--- src/rtl/bf16_pkg.sv ---
// bf16_pkg: shared bfloat16 constants, opcodes and unpacked-operand type for bf16_fpu.
package bf16_pkg;
  localparam int EXP_W = 8;
  localparam int FRAC_W = 7;
  localparam int BIAS = 127;
  localparam logic [3:0] OP_ADD = 4'b0001;
  localparam logic [3:0] OP_SUB = 4'b0010;
  localparam logic [3:0] OP_MUL = 4'b0100;
  localparam logic [3:0] OP_DIV = 4'b1000;
  localparam logic [15:0] POS_INF = 16'h7F80;
  localparam logic [15:0] NEG_INF = 16'hFF80;
  localparam logic [15:0] QNAN = 16'h7FC0;
  typedef struct packed {
    logic sign;
    logic [EXP_W-1:0] exp;
    logic [FRAC_W:0] mant;
    logic is_zero;
    logic is_inf;
    logic is_nan;
  } bf16_unp_t;
  // Subnormals flush to zero: any exp of 0 counts as a zero operand.
  function automatic bf16_unp_t unpack(input logic [15:0] w);
    bf16_unp_t u;
    u.sign = w[15];
    u.exp = w[14:7];
    u.mant = {1'b1, w[6:0]};
    u.is_zero = w[14:7] == 8'h00;
    u.is_inf = w[14:7] == 8'hFF && w[6:0] == 7'd0;
    u.is_nan = w[14:7] == 8'hFF && w[6:0] != 7'd0;
    return u;
  endfunction
endpackage

--- src/rtl/bf16_round_pack.sv ---
// bf16_round_pack: RNE rounding, renormalization and overflow/underflow packing of a bf16 result.
module bf16_round_pack
  import bf16_pkg::*;
(
  input  logic               sign_i,
  input  logic signed [10:0] exp_i,
  input  logic [7:0]         mant_i,
  input  logic               guard_i,
  input  logic               round_i,
  input  logic               sticky_i,
  output logic [15:0]        res_o,
  output logic               ovf_o
);
  logic inc;
  logic [8:0] sum;
  logic signed [10:0] be;
  always_comb begin
    inc = guard_i & (round_i | sticky_i | mant_i[0]);
    sum = {1'b0, mant_i} + {8'd0, inc};
    be = exp_i + 11'(BIAS) + $signed({10'd0, sum[8]});
    ovf_o = be >= 11'sd255;
    res_o = ovf_o ? {sign_i, POS_INF[14:0]} : (be <= 11'sd0) ? {sign_i, 15'd0} : {sign_i, be[7:0], sum[6:0]};
  end
endmodule

--- src/rtl/bf16_fpu.sv ---
// bf16_fpu: combinational bf16 ADD/SUB/MUL/DIV with sticky overflow flag.
// Define FPU_OUT_REG_EN to register out_o/overflow_o (1-cycle latency).
module bf16_fpu
  import bf16_pkg::*;
(
  input  logic        clk,
  input  logic        rst,
  input  logic [3:0]  op_i,
  input  logic [15:0] in1_i,
  input  logic [15:0] in2_i,
  output logic [15:0] out_o,
  output logic        overflow_o,
  output logic        ovf_sticky_o
);
  bf16_unp_t a, b;
  logic sb_eff, swap, s_big, s_small, sp, sp_ovf, rp_sign, rp_g, rp_r, rp_s, rp_ovf, ovf, sticky_q, sticky_d;
  logic [7:0] ex_b, ex_s, m_b, m_s, d, rp_mant;
  logic [18:0] wide;
  logic [10:0] sm_x, q;
  logic [11:0] sum, norm;
  logic [3:0] p;
  logic [15:0] prod, sp_res, rp_res, res;
  logic [8:0] rem;
  logic signed [10:0] add_exp, mul_exp, div_exp, rp_exp;
  assign a = unpack(in1_i);
  assign b = unpack(in2_i);
  always_comb begin
    sb_eff = b.sign ^ (op_i == OP_SUB);
    swap = {b.exp, b.mant} > {a.exp, a.mant};
    ex_b = swap ? b.exp : a.exp;
    ex_s = swap ? a.exp : b.exp;
    m_b = swap ? b.mant : a.mant;
    m_s = swap ? a.mant : b.mant;
    s_big = swap ? sb_eff : a.sign;
    s_small = swap ? a.sign : sb_eff;
    d = ex_b - ex_s;
    wide = {m_s, 11'd0} >> d;
    sm_x = d >= 8'd11 ? 11'd1 : {wide[18:9], |wide[8:0]};
    sum = (s_big == s_small) ? {1'b0, m_b, 3'b000} + {1'b0, sm_x} : {1'b0, m_b, 3'b000} - {1'b0, sm_x};
    p = 4'd0;
    for (int i = 0; i < 12; i++) if (sum[i]) p = 4'(i);
    norm = sum << (4'd11 - p);
    add_exp = $signed({3'b000, ex_b}) - 11'(BIAS) + $signed({7'd0, p}) - 11'sd10;
  end
  always_comb begin
    prod = a.mant * b.mant;
    mul_exp = $signed({3'b000, a.exp}) + $signed({3'b000, b.exp}) - 11'sd254 + $signed({10'd0, prod[15]});
  end
  // Restoring division; the quotient's top bit is set iff mant A >= mant B.
  always_comb begin
    rem = {1'b0, a.mant};
    q = 11'd0;
    for (int i = 10; i >= 0; i--) begin
      if (rem >= {1'b0, b.mant}) begin
        rem = rem - {1'b0, b.mant};
        q[i] = 1'b1;
      end
      rem = rem << 1;
    end
    div_exp = $signed({3'b000, a.exp}) - $signed({3'b000, b.exp}) - $signed({10'd0, ~q[10]});
  end
  always_comb begin
    sp = 1'b1;
    sp_res = 16'h0000;
    sp_ovf = 1'b0;
    rp_sign = 1'b0;
    rp_exp = 11'sd0;
    rp_mant = 8'd0;
    rp_g = 1'b0;
    rp_r = 1'b0;
    rp_s = 1'b0;
    if (!(op_i == OP_ADD || op_i == OP_SUB || op_i == OP_MUL || op_i == OP_DIV)) sp_res = 16'h0000;
    else if (a.is_nan || b.is_nan) sp_res = QNAN;
    else if (op_i == OP_MUL) begin
      if ((a.is_zero && b.is_inf) || (a.is_inf && b.is_zero)) sp_res = QNAN;
      else if (a.is_inf || b.is_inf) sp_res = {a.sign ^ b.sign, POS_INF[14:0]};
      else if (a.is_zero || b.is_zero) sp_res = {a.sign ^ b.sign, 15'd0};
      else begin
        sp = 1'b0;
        rp_sign = a.sign ^ b.sign;
        rp_exp = mul_exp;
        rp_mant = prod[15] ? prod[15:8] : prod[14:7];
        rp_g = prod[15] ? prod[7] : prod[6];
        rp_r = prod[15] ? prod[6] : prod[5];
        rp_s = prod[15] ? |prod[5:0] : |prod[4:0];
      end
    end else if (op_i == OP_DIV) begin
      if ((a.is_inf && b.is_inf) || (a.is_zero && b.is_zero)) sp_res = QNAN;
      else if (a.is_inf) sp_res = {a.sign ^ b.sign, POS_INF[14:0]};
      else if (b.is_inf || a.is_zero) sp_res = {a.sign ^ b.sign, 15'd0};
      else if (b.is_zero) begin
        sp_res = {a.sign ^ b.sign, POS_INF[14:0]};
        sp_ovf = 1'b1;
      end else begin
        sp = 1'b0;
        rp_sign = a.sign ^ b.sign;
        rp_exp = div_exp;
        rp_mant = q[10] ? q[10:3] : q[9:2];
        rp_g = q[10] ? q[2] : q[1];
        rp_r = q[10] ? q[1] : q[0];
        rp_s = (q[10] & q[0]) | (rem != 9'd0);
      end
    end else begin
      if (a.is_inf && b.is_inf && a.sign != sb_eff) sp_res = QNAN;
      else if (a.is_inf) sp_res = {a.sign, POS_INF[14:0]};
      else if (b.is_inf) sp_res = {sb_eff, POS_INF[14:0]};
      else if (a.is_zero && b.is_zero) sp_res = {a.sign & sb_eff, 15'd0};
      else if (a.is_zero) sp_res = {sb_eff, in2_i[14:0]};
      else if (b.is_zero) sp_res = in1_i;
      else if (sum == 12'd0) sp_res = 16'h0000;
      else begin
        sp = 1'b0;
        rp_sign = s_big;
        rp_exp = add_exp;
        rp_mant = norm[11:4];
        rp_g = norm[3];
        rp_r = norm[2];
        rp_s = |norm[1:0];
      end
    end
  end
  bf16_round_pack u_rp (
    .sign_i(rp_sign), .exp_i(rp_exp), .mant_i(rp_mant),
    .guard_i(rp_g), .round_i(rp_r), .sticky_i(rp_s),
    .res_o(rp_res), .ovf_o(rp_ovf)
  );
  assign res = sp ? sp_res : rp_res;
  assign ovf = sp ? sp_ovf : rp_ovf;
`ifdef FPU_OUT_REG_EN
  logic [15:0] out_q;
  logic ovf_q;
  always_ff @(posedge clk or posedge rst)
    if (rst) begin
      out_q <= 16'h0000;
      ovf_q <= 1'b0;
    end else begin
      out_q <= res;
      ovf_q <= ovf;
    end
  assign out_o = out_q;
  assign overflow_o = ovf_q;
  assign sticky_d = sticky_q | ovf_q;
`else
  assign out_o = res;
  assign overflow_o = ovf;
  assign sticky_d = sticky_q | ovf;
`endif
  always_ff @(posedge clk or posedge rst)
    if (rst) sticky_q <= 1'b0;
    else sticky_q <= sticky_d;
  assign ovf_sticky_o = sticky_q;
endmodule

--- config.mk ---
export PLATFORM = sky130hd
export DESIGN_NAME = bf16_fpu
export DESIGN_NICKNAME = d
export VERILOG_FILES = /design/src/rtl/bf16_pkg.sv /design/src/rtl/bf16_round_pack.sv /design/src/rtl/bf16_fpu.sv
export SDC_FILE = /design/constraint.sdc
export NUM_CORES = 1
export LEC_CHECK = 0
export ABC_AREA = 0
export BUFFER_PORTS_ARGS = -buffer_cell sky130_fd_sc_hd__buf_2
export CAP_MARGIN = 10
export CELL_PAD_IN_SITES_DETAIL_PLACEMENT = 0
export CELL_PAD_IN_SITES_GLOBAL_PLACEMENT = 2
export CORE_UTILIZATION = 41
export DETAILED_ROUTE_END_ITERATION = 7
export PLACE_DENSITY = 0.88
export SLEW_MARGIN = 20
export SYNTH_ARGS = -nofsm -noshare
export SYNTH_HDL_FRONTEND = slang
export SYNTH_SLANG_ARGS = --single-unit
export TNS_END_PERCENT = 1
--- constraint.sdc ---
create_clock -name clk -period 68.1 [get_ports clk]
set_input_delay 6.81 -clock clk [delete_from_list [all_inputs] [get_ports clk]]
set_output_delay 6.81 -clock clk [all_outputs]
set_load 0.05 [all_outputs]
==> results of run 1 <==
[stage by stage]
step	cell area, um^2	cells	util (%)
floorplan	13100	1887	-
global placement	13700	2292	43.5
detailed placement	13700	2292	43.5
CTS	13700	2292	43.5
global route	13700	2292	43.5
finish	13700	2292	43.5
[layout by cell type, fill, tap and decap left out, drive strengths merged, types with 19 or more instances in the layout]
cell type  count
a211oi        32
a21o          46
a21oi        149
a31oi         24
and3          25
buf           72
fa            43
ha           176
inv          138
mux2          26
mux2i         30
nand2        175
nand2b        30
nand3         56
nand4         21
nor2         204
nor2b         19
nor3          45
nor4          19
o211ai        27
o21a          20
o21ai        125
o21bai        23
o22ai         19
or3           19
xnor2         63
xor2          39
[metal layers]
| metal | global-route usage (%) | vias up | part of all wire, % |
|---|---|---|---|
| met1 | 37.1 | 6816 | 42 |
| met2 | 54.2 | 534 | 49 |
| met5 | 0 | - | 0 |
| met4 | 8.82 | 0 | 3.3 |
| li1 | - | 6951 | - |
| met3 | 0.930 | 102 | 5.4 |
[final cells by class]
type | count | area [um^2]
multi-input combinational | 1672 | 12200
sequential | 1 | 25.0
inverter | 145 | 544
timing repair buffer | 72 | 403
tap | 402 | 503
fill | 3365 | 17800
[logic make-up after synthesis]
family                     synth area share [%]
buffers and inverters                      6.48
AOI/OAI and AO/OA                          32.9
and+or+nand+nor                            25.3
muxes                                      4.91
DFF                                       0.191
xor gates and xnor gates                   6.83
adders and majority gates                  23.4
[worst paths after layout]
kind	startpoint	endpoint	slack, ns	depth (start not counted)
setup reg to reg	ovf_sticky_o	ovf_sticky_o	67.33	1
setup / recovery	in2_i[1]	out_o[3]	25.68	124
hold reg to reg	ovf_sticky_o	ovf_sticky_o	0.46	1
max in group asynchronous	rst	ovf_sticky_o	61.37	2
min in group asynchronous	rst	ovf_sticky_o	6.64	2
hold / removal	ovf_sticky_o	ovf_sticky_o	0.46	1
==> metrics.cfg, run 1 <==
[critical_path]
cpMaxStageDelayCell=o41ai_1
crit_fanout=17
start_kind=primary input
crit_family=compound AO/OA/AOI/OAI gates
critPathKind=in -> out
path_buf_inv=9
cp.required_ns=61.29
cp_common_cell=a21o_1
cp.arrival_ns=35.61
cpPeakStageDelay_ns=0.81
end_kind=primary output

[route]
drc_errors=0
drt_wl_total_mm=49.4
num_vias=14403
wire_per_inst_um=21.6
routed_via_density=6.28
drt-initial-drc-count=1158
drtPass1Iterations=6
antenna_left=0

[floorplan]
core_um2=31500
io_pins=56
row_count=65
die_w_um=181
initial_core_util_pct=41.6
dieArea_um2=32600
die_h_um=181

[clock_network]
clkTransAtPathRegs_ns=0
ctsResizeCount=0
clock_latency_ns=0
cts_hold_buf=0
cts_setup_buffers=0

[sta]
finalSetupTns_ns=0
skew_ns=0
max_freq_mhz=23.6
hold_ws_ns=0.460
hold_viol=0
finalWorstSetupSlack_ns=25.68
timing.final.crit_share_pct=62.3
worstMarginPinSlew_ns=1.03
fin_crit_ns=42.42
rsz0062_at_grt=false
report.final.slew_viol_count=0
maxSlewHeadroom_pct=31.0
setup_viol=0

[global_route]
overflow=0
grt_pass1_vias=13897
grt_max_degree=39
antenna_found_initial=0
grt_usage_pct=29.5
grt_pass1_wl_mm=77.1

[worst_hold_path]
hold_class=reg -> reg

[logic_synthesis]
async_flop_share_pct=100
yosysMostFrequentCell=nor2_1
synth_ff_type=dfrtp_1
avgSynthCellArea_um2=6.93
netlist_top_cells_count=nor2_1, ha_1, nand2_1, a21oi_1, inv_1
ys_warn_count=0
synth_fp_nets=2144
syn_area_um2=13100
yosys.area.top_type=ha_1
synth_seq_cells=1
synth_edf_count=0
yosys.area.top_type_share_pct=16.8
synthCells=1887
ys_seq_area_share_pct=0.191
ys_types=108
synth_area_leaders=ha_1, fa_1, nor2_1

[placement]
gp_congestion=0.929
hpwlAfterDp_mm=40.1
pre_cts_ws_ns=26.17
portBuffers=55

[cells_and_area]
largest_reg_flops=1
drive_gt1_share_pct=8.52
syn2layout_area_growth_pct=4.70
nets=2149
n_antenna_cell=0

[job]
maxCapViolations=0

[run_status]
status=finished, final reports clean

Power of run 1 is not shown: default switching activity piles up to over one toggle a cycle in this logic, so the estimate is an artifact.
==> inputs of run 2 (changes only) <==
CORE_UTILIZATION = 34   (was 41)
PLACE_DENSITY = 0.77   (was 0.88)
clock period = 38.8 ns   (was 68.1 ns; I/O delays follow)
==> run 2 against run 1 <==
Compared with the run above: routed wire length grew 4.4%; utilization down 6.9 points; sequential share of layout area is essentially flat; clock skew unchanged; first-iteration DRC count is 8.5% higher.
==> metrics.cfg, run 2 (synthesized netlist as in run 1, its figures left out) <==
[global_route]
grt_max_degree=39  ; unchanged
grt_pass1_wl_mm=80.6  ; was 77.1 mm
grt_pass1_vias=14071  ; was 13897
grt_usage_pct=26.2  ; was 29.5%
antenna_found_initial=1  ; was 0
overflow=0  ; unchanged

[clock_network]
clkTransAtPathRegs_ns=0  ; about the same
cts_hold_buf=0  ; unchanged
clock_latency_ns=0  ; about the same

[critical_path]
startpoint=in1_i[0]  ; was in2_i[1]
critPathKind=in -> out  ; unchanged
crit_end=out_o[1]  ; was out_o[3]
reg2regPathDepth=1  ; unchanged
r2r-start=ovf_sticky_o  ; unchanged
crit_fanout=17  ; unchanged
end_kind=primary output  ; unchanged
r2r_end=ovf_sticky_o  ; unchanged
cp_common_cell=a21o_1  ; unchanged
cp.arrival_ns=32.41  ; was 35.61 ns
cp.required_ns=34.92  ; was 61.29 ns
cpMaxStageDelayCell=a2111oi_4  ; was o41ai_1
rrSetupSlack_ns=38.03  ; was 67.33 ns
cpPeakStageDelay_ns=0.71  ; was 0.81 ns
start_kind=primary input  ; unchanged

[floorplan]
initial_core_util_pct=34.6  ; was 41.6%
dieArea_um2=39300  ; was 32600 um^2
row_count=71  ; was 65
die_w_um=198  ; was 181 um
core_um2=37800  ; was 31500 um^2
die_h_um=198  ; was 181 um
io_pins=56  ; unchanged

[route]
top_layer_used=met4  ; unchanged
num_vias=14434  ; was 14403
drt_wl_total_mm=51.6  ; was 49.4 mm
drc_errors=0  ; unchanged
antenna_left=0  ; unchanged
drt-initial-drc-count=1257  ; was 1158
wl_met2_mm=24.4  ; was 24.1 mm
routed_via_density=6.01  ; was 6.28
wl_met3_mm=2.69  ; was 2.67 mm
drtPass1Iterations=6  ; unchanged
wirelength_met1_mm=22.7  ; was 21.0 mm
wire_per_inst_um=21.5  ; was 21.6 um

[cells_and_area]
drive_gt1_share_pct=8.53  ; was 8.52%
final_cell_mix=nor2_1, ha_1, nand2_1, a21oi_1, inv_1  ; unchanged
largest_reg_flops=1  ; unchanged
syn2layout_area_growth_pct=5.73  ; was 4.70%
design_area_um2=13800  ; was 13700 um^2
mostFrequentLayoutCell=nor2_1  ; unchanged
nets=2147  ; was 2149

[placement]
gp_congestion=0.918  ; was 0.929
dpl_cell_area_um2=13800  ; was 13700 um^2
hpwlAfterDp_mm=41.6  ; was 40.1 mm
portBuffers=55  ; unchanged

[worst_hold_path]
hold_class=reg -> reg  ; unchanged

[sta]
fin_crit_ns=36.29
hold_viol=0  ; unchanged
timing.final.crit_share_pct=93.5
worstMarginPinSlew_ns=0.899  ; was 1.03 ns
finalSetupTns_ns=0  ; unchanged
setup_viol=0  ; unchanged
maxSlewHeadroom_pct=39.7  ; was 31.0%
hold_ws_ns=0.460  ; about the same
max_freq_mhz=27.6
rsz0062_at_grt=false  ; unchanged
skew_ns=0  ; unchanged
report.final.slew_viol_count=0  ; unchanged

[job]
maxCapViolations=0  ; unchanged

[run_status]
status=finished, final reports clean  ; unchanged

run 2: worst min path at each step:
stage | startpoint | endpoint | slack (ns) | cells past startpoint
after detailed placement | ovf_sticky_o | ovf_sticky_o | 0.46 | 1
after CTS | ovf_sticky_o | ovf_sticky_o | 0.46 | 1
after floorplan | ovf_sticky_o | ovf_sticky_o | 0.82 | 1
after global placement | ovf_sticky_o | ovf_sticky_o | 0.45 | 1
after global routing | ovf_sticky_o | ovf_sticky_o | 0.47 | 1
final | ovf_sticky_o | ovf_sticky_o | 0.46 | 1
run 2: routing by layer:
| layer | track usage (%) | vias to the layer above |
|---|---|---|
| met3 | 1.28 | 84 |
| li1 | - | 6940 |
| met4 | 8.30 | 0 |
| met1 | 34.5 | 6933 |
| met2 | 45.8 | 477 |
| met5 | 0 | - |
run 2: through the flow:
step | utilization (%) | std cells | setup WS (ns)
global route | 36.6 | 2399 | 0.173
CTS | 36.6 | 2399 | 2.36
detailed placement | 36.6 | 2399 | 2.48
floorplan | - | 1887 | 6.43
global placement | 36.6 | 2399 | 3.16
finish | 36.6 | 2400 | 2.51
run 2: final cells by class:
type                            instances  area (um^2)
Tap cell                              511          639
Inverter                              145          544
Timing Repair Buffer                   70          388
Fill cell                            4138        23900
Multi-Input combinational cell       1672        12200
Antenna cell                            1         2.50
Sequential cell                         1         25.0
run 2: critical path, delay by kind of cell:
kind                     cells  cell delay [ns]
AND/OR/NAND/NOR             35             6.98
buffers and inverters        9             1.45
adder cells (fa/ha/maj)     14             4.34
multiplexers                 4             1.28
AO/OA/AOI/OAI               63            14.43
run 2: what timing repair did:
item | in CTS | in global routing
buffers inserted | 0 | 0
endpoints found under the setup margin | 0 | 8
endpoints found under the hold margin | 0 | 0
resized for setup | 0 | 2
Power of run 2 is left out for the same reason.
